<file path="src/rtl/featuremap_pad_writer.sv">
// Writes one channel's (WIDTH+2) x (HEIGHT+2) zero-padded frame into its feature-map FIFO.
// Define FMAP_WRITER_RELU_EN to clamp negative pixels (sign bit set) to +0.0 on the way through.
module featuremap_pad_writer #(
  parameter int unsigned           DATA_WIDTH = 32,
  parameter int unsigned           WIDTH      = 112,
  parameter int unsigned           HEIGHT     = 112,
  parameter logic [DATA_WIDTH-1:0] PAD_VALUE  = {DATA_WIDTH{1'b0}}
) (
  input  logic                  clk,
  input  logic                  rst,
  input  logic                  start,
  input  logic                  valid_in,
  input  logic [DATA_WIDTH-1:0] data_in,
  output logic                  ready_out,
  input  logic                  wr_full,
  output logic                  wrreq,
  output logic [DATA_WIDTH-1:0] data_out,
  output logic                  busy,
  output logic                  frame_done
);

  localparam int unsigned   CW       = $clog2(WIDTH + 2);
  localparam int unsigned   RW       = $clog2(HEIGHT + 2);
  localparam logic [CW-1:0] COL_LAST = CW'(WIDTH + 1);
  localparam logic [RW-1:0] ROW_LAST = RW'(HEIGHT + 1);

  typedef enum logic [1:0] {
    ST_IDLE  = 2'd0,
    ST_PAD   = 2'd1,
    ST_PIXEL = 2'd2,
    ST_DONE  = 2'd3
  } state_t;

  state_t                state_q, state_d;
  logic [RW-1:0]         row_q, row_d;
  logic [CW-1:0]         col_q, col_d;
  logic                  wrreq_q, wrreq_d;
  logic [DATA_WIDTH-1:0] data_out_q, data_out_d;
  logic                  busy_q, busy_d;
  logic                  frame_done_q, frame_done_d;

  logic                  issue_s;
  logic [DATA_WIDTH-1:0] word_s;
  logic                  last_col_s;
  logic                  last_row_s;
  logic [RW-1:0]         next_row_s;
  logic [CW-1:0]         next_col_s;
  logic                  next_border_s;

  function automatic logic [DATA_WIDTH-1:0] pixel_fn(input logic [DATA_WIDTH-1:0] px);
`ifdef FMAP_WRITER_RELU_EN
    if (px[DATA_WIDTH-1]) begin
      pixel_fn = {DATA_WIDTH{1'b0}};
    end else begin
      pixel_fn = px;
    end
`else
    pixel_fn = px;
`endif
  endfunction

  assign ready_out  = (state_q == ST_PIXEL) && !wr_full;
  assign wrreq      = wrreq_q;
  assign data_out   = data_out_q;
  assign busy       = busy_q;
  assign frame_done = frame_done_q;

  // Position that follows the current one in raster order, and whether it is a border word.
  always_comb begin
    last_col_s = (col_q == COL_LAST);
    last_row_s = (row_q == ROW_LAST);
    if (last_col_s) begin
      next_col_s = {CW{1'b0}};
      next_row_s = row_q + RW'(1'b1);
    end else begin
      next_col_s = col_q + CW'(1'b1);
      next_row_s = row_q;
    end
    next_border_s = (next_row_s == {RW{1'b0}}) || (next_row_s == ROW_LAST) ||
                    (next_col_s == {CW{1'b0}}) || (next_col_s == COL_LAST);
  end

  // Next-state, position and write-port decode.
  always_comb begin
    state_d      = state_q;
    row_d        = row_q;
    col_d        = col_q;
    wrreq_d      = 1'b0;
    data_out_d   = data_out_q;
    frame_done_d = 1'b0;
    issue_s      = 1'b0;
    word_s       = PAD_VALUE;

    case (state_q)
      ST_IDLE: begin
        if (start) begin
          state_d = ST_PAD;
          row_d   = {RW{1'b0}};
          col_d   = {CW{1'b0}};
        end else begin
          state_d = ST_IDLE;
        end
      end
      ST_PAD: begin
        issue_s = !wr_full;
        word_s  = PAD_VALUE;
      end
      ST_PIXEL: begin
        issue_s = valid_in && !wr_full;
        word_s  = pixel_fn(data_in);
      end
      ST_DONE: begin
        state_d = ST_IDLE;
      end
      default: begin
        state_d = ST_IDLE;
      end
    endcase

    // Every issued word advances the position; the word class is re-derived from where we land.
    if (issue_s) begin
      wrreq_d    = 1'b1;
      data_out_d = word_s;
      if (last_col_s && last_row_s) begin
        state_d      = ST_DONE;
        frame_done_d = 1'b1;
        row_d        = {RW{1'b0}};
        col_d        = {CW{1'b0}};
      end else begin
        row_d = next_row_s;
        col_d = next_col_s;
        if (next_border_s) begin
          state_d = ST_PAD;
        end else begin
          state_d = ST_PIXEL;
        end
      end
    end else begin
      wrreq_d = 1'b0;
    end

    busy_d = (state_d != ST_IDLE);
  end

  // State, position and registered FIFO-side outputs.
  always_ff @(posedge clk or posedge rst) begin
    if (rst) begin
      state_q      <= ST_IDLE;
      row_q        <= {RW{1'b0}};
      col_q        <= {CW{1'b0}};
      wrreq_q      <= 1'b0;
      data_out_q   <= {DATA_WIDTH{1'b0}};
      busy_q       <= 1'b0;
      frame_done_q <= 1'b0;
    end else begin
      state_q      <= state_d;
      row_q        <= row_d;
      col_q        <= col_d;
      wrreq_q      <= wrreq_d;
      data_out_q   <= data_out_d;
      busy_q       <= busy_d;
      frame_done_q <= frame_done_d;
    end
  end

endmodule

</file>
<file path="config.mk">
export PLATFORM = sky130hd
export DESIGN_NAME = featuremap_pad_writer
export DESIGN_NICKNAME = d
export VERILOG_FILES = /design/src/rtl/featuremap_pad_writer.sv
export SDC_FILE = /design/constraint.sdc
export NUM_CORES = 1
export LEC_CHECK = 0
export CAP_MARGIN = 5
export CELL_PAD_IN_SITES_DETAIL_PLACEMENT = 1
export CELL_PAD_IN_SITES_GLOBAL_PLACEMENT = 2
export CORE_MARGIN = 4
export CORE_UTILIZATION = 30
export CTS_BUF_LIST = sky130_fd_sc_hd__clkbuf_16
export CTS_CLUSTER_DIAMETER = 150
export DETAILED_ROUTE_END_ITERATION = 10
export HOLD_SLACK_MARGIN = 0.12
export PLACE_DENSITY_LB_ADDON = 0.1
export SETUP_SLACK_MARGIN = 0.15
export SYNTH_ARGS = -nofsm -noshare
export SYNTH_HDL_FRONTEND = slang
export SYNTH_SLANG_ARGS = --single-unit
</file>
<file path="constraint.sdc">
create_clock -name clk -period 4.8 [get_ports clk]
set_input_delay 0.72 -clock clk [delete_from_list [all_inputs] [get_ports clk]]
set_output_delay 0.72 -clock clk [all_outputs]
set_load 0.01 [all_outputs]
</file>
==> out/qor.csv <==
metric,value,unit
"commonest non-fill, non-tap cells in the layout","nand2_1 (76), clkdlybuf4s50_1 (72), dfrtp_1 (51), nand3_1 (40), o21ai_0 (19)",
Switch Pwr,0.367,mW
"commonest non-fill, non-tap cell in the layout",nand2_1,
Num CTS Buffers,5,
Post-Place Worst Slack,1.41,ns
synthesis-stage register bit count,51,
"Hold Violations, Final",0,
Post-Place Cells,456,
Worst Path Arrival,3.29,ns
"Min Clock Period, post-route",3.13,ns
DP HPWL,5.26,mm
Post-synth EDFFs,0,
sequential-to-total area share from yosys stat,0.492,
Syn Area/Cell,8.74,um2
total clock sinks,51,
Post-Place Cell Area,0.00338,mm2
Root Driver,clkbuf_16,
Pre-antenna DRT Iters,4,
clk buf depth,2,
Post-CTS Setup Repair Bufs,0,
total gr overflow,0,
Worst-path clk slew,0.07,ns
PostCTS Resize Cnt,0,
RSZ-0062 raised after global routing,no,
vias per cell,5.04,
area grow syn2layout,35.6,%
Routed WL,7.59,mm
hold_ws,0.465,ns
Max Clock Skew,0.00407,ns
Syn Nets,342,
crit path launch type,flop,
Yosys Warn Count,0,
DRT antenna net count,0,
I/O Pins,73,
ANT cells,0,
FF+latch area,0.00128,mm2
Setup crit end kind,flop,
slew margin rel.,0.395,
crit path kind,reg -> reg,
final instance area,0.00352,mm2
Final Setup Violations,0,
ys async rst share,1.00,
synthesized instance count,297,
Netlist cell types,45,
fillcell total,991,
share of power burned in registers,0.430,
Final Non-Filler Cells,463,
RD Place Congestion,0.757,
Starting Density,0.313,
H-Tree Level Count,2,
total power,1.12,mW
All-Layer GR Usage,0.153,
post-route setup slack,1.67,ns
first-pass GRT wire length,12.4,mm
floorplan row count,33,
clock share of power,0.310,
max cap viols,0,
vias in the first global route,2440,
layout cells sized above 1,0.0531,
multi-input logic area,0.00119,mm2
core area,0.00830,mm2
WL/cell,16.4,um
Synth Cell Area,0.00260,mm2
Leak,1.63,nW
Vias,2334,
Worst-Margin Slew,0.907,ns
CP Max Fanout,40,
Finished Core Util,0.424,
largest net degree at the start of global routing,52,
TritonCTS clock tree,done,
die footprint,0.0102,mm2
setup TNS,0,ns
CTS Hold Buffers Added,0,
ys flop type,dfrtp_1,
DRC,0,
initial antenna violation count,0,
FMAX,320,MHz
input/output buffers,72,
Die Ht,101,um
Die Width,101,um
status,"finished, final reports clean",
final net count,403,
cell area power density,317,mW/mm2
final period utilization,0.652,
Combinational Power Share,0.260,
switch share,0.329,
Worst-Skew Late Latency,0.29,ns
Final Max Slew Viols,0,
Hold Crit Class,reg -> reg,
initial detailed-routing violation count,166,
worst endpoint required time,4.96,ns
Pint,0.749,mW
maximum VDD drop,0.195,mV
layer usage:
metal / track usage / wire [um] / up-vias / part of all wire
met4: 0.0481 / 114 / 0 / 0.015
met1: 0.212 / 3620 / 1122 / 0.48
li1: - / - / 1145 / -
met3: 0.0360 / 417 / 9 / 0.055
met2: 0.236 / 3440 / 58 / 0.45
met5: 0 / 0 / - / 0
synthesized netlist by cell type (3+ instances only):
cell      instances  area share
dfrtp_1          51        0.49
nand3_1          40       0.077
o21ai_0          19       0.037
nor3_1            4      0.0077
or3_1             4      0.0096
clkbuf_1         19       0.027
inv_1             7       0.010
a21oi_1           7       0.013
ha_1              8       0.039
nand4_1           7       0.017
nor2_1           10       0.014
xor2_1            3       0.010
nand2_1          76        0.11
nor2b_1           4      0.0096
power by group through the flow:
stage / sequential [mW] / combinational [mW] / clock (mW)
after global placement: 0.488 / 0.289 / 0
after global routing: 0.484 / 0.327 / 0.379
after detailed placement: 0.487 / 0.295 / 0
final: 0.480 / 0.290 / 0.346
after floorplan: 0.478 / 0.193 / 0
after CTS: 0.479 / 0.297 / 0.362
kinds of logic after synthesis:
kind of cell	Yosys count	synth area share
xor+xnor	4	0.0135
simple gates	154	0.273
mux	1	0.00386
fa+ha+maj	8	0.0386
compound gates	49	0.131
flops	51	0.492
buf+inv	30	0.0492
path summary, 6_finish.rpt:
kind	startpoint	end	slack (ns)	cells past startpoint
max in group asynchronous	rst	data_out[18]$_DFFE_PP0P_	3.41	3
worst min register to register	data_out[21]$_DFFE_PP0P_	data_out[21]$_DFFE_PP0P_	0.46	2
worst max-delay path	state_q[0]$_DFF_PP0_	busy$_DFF_PP0_	1.67	8
min in group asynchronous	rst	wrreq$_DFF_PP0_	0.94	3
worst max register to register	state_q[0]$_DFF_PP0_	busy$_DFF_PP0_	1.67	8
worst min-delay path	data_out[21]$_DFFE_PP0P_	data_out[21]$_DFFE_PP0P_	0.46	2
layout make-up:
class                           instances  area share
Multi-Input combinational cell        216       0.339
Inverter                                8     0.00853
Clock inverter                          2     0.00391
Clock buffer                            5      0.0355
Sequential cell                        51       0.363
Timing Repair Buffer                   76       0.213
Tap cell                              105      0.0373
flip-flops by register name, summed over array words and instances, names as in the netlist:
signal      count
state_q         2
busy            1
row_q           7
wrreq           1
frame_done      1
col_q           7
data_out       32
worst max-delay path: stages (launching register included):
cell	delay (ns)
dfrtp_1	0.35
inv_1	0.08
ha_1	0.20
buf_4	0.25
a21oi_1	0.17
or3b_2	0.72
clkinv_1	0.47
buf_4	0.37
or3_1	0.38
Note: power is estimated with default switching activity, not from simulation.
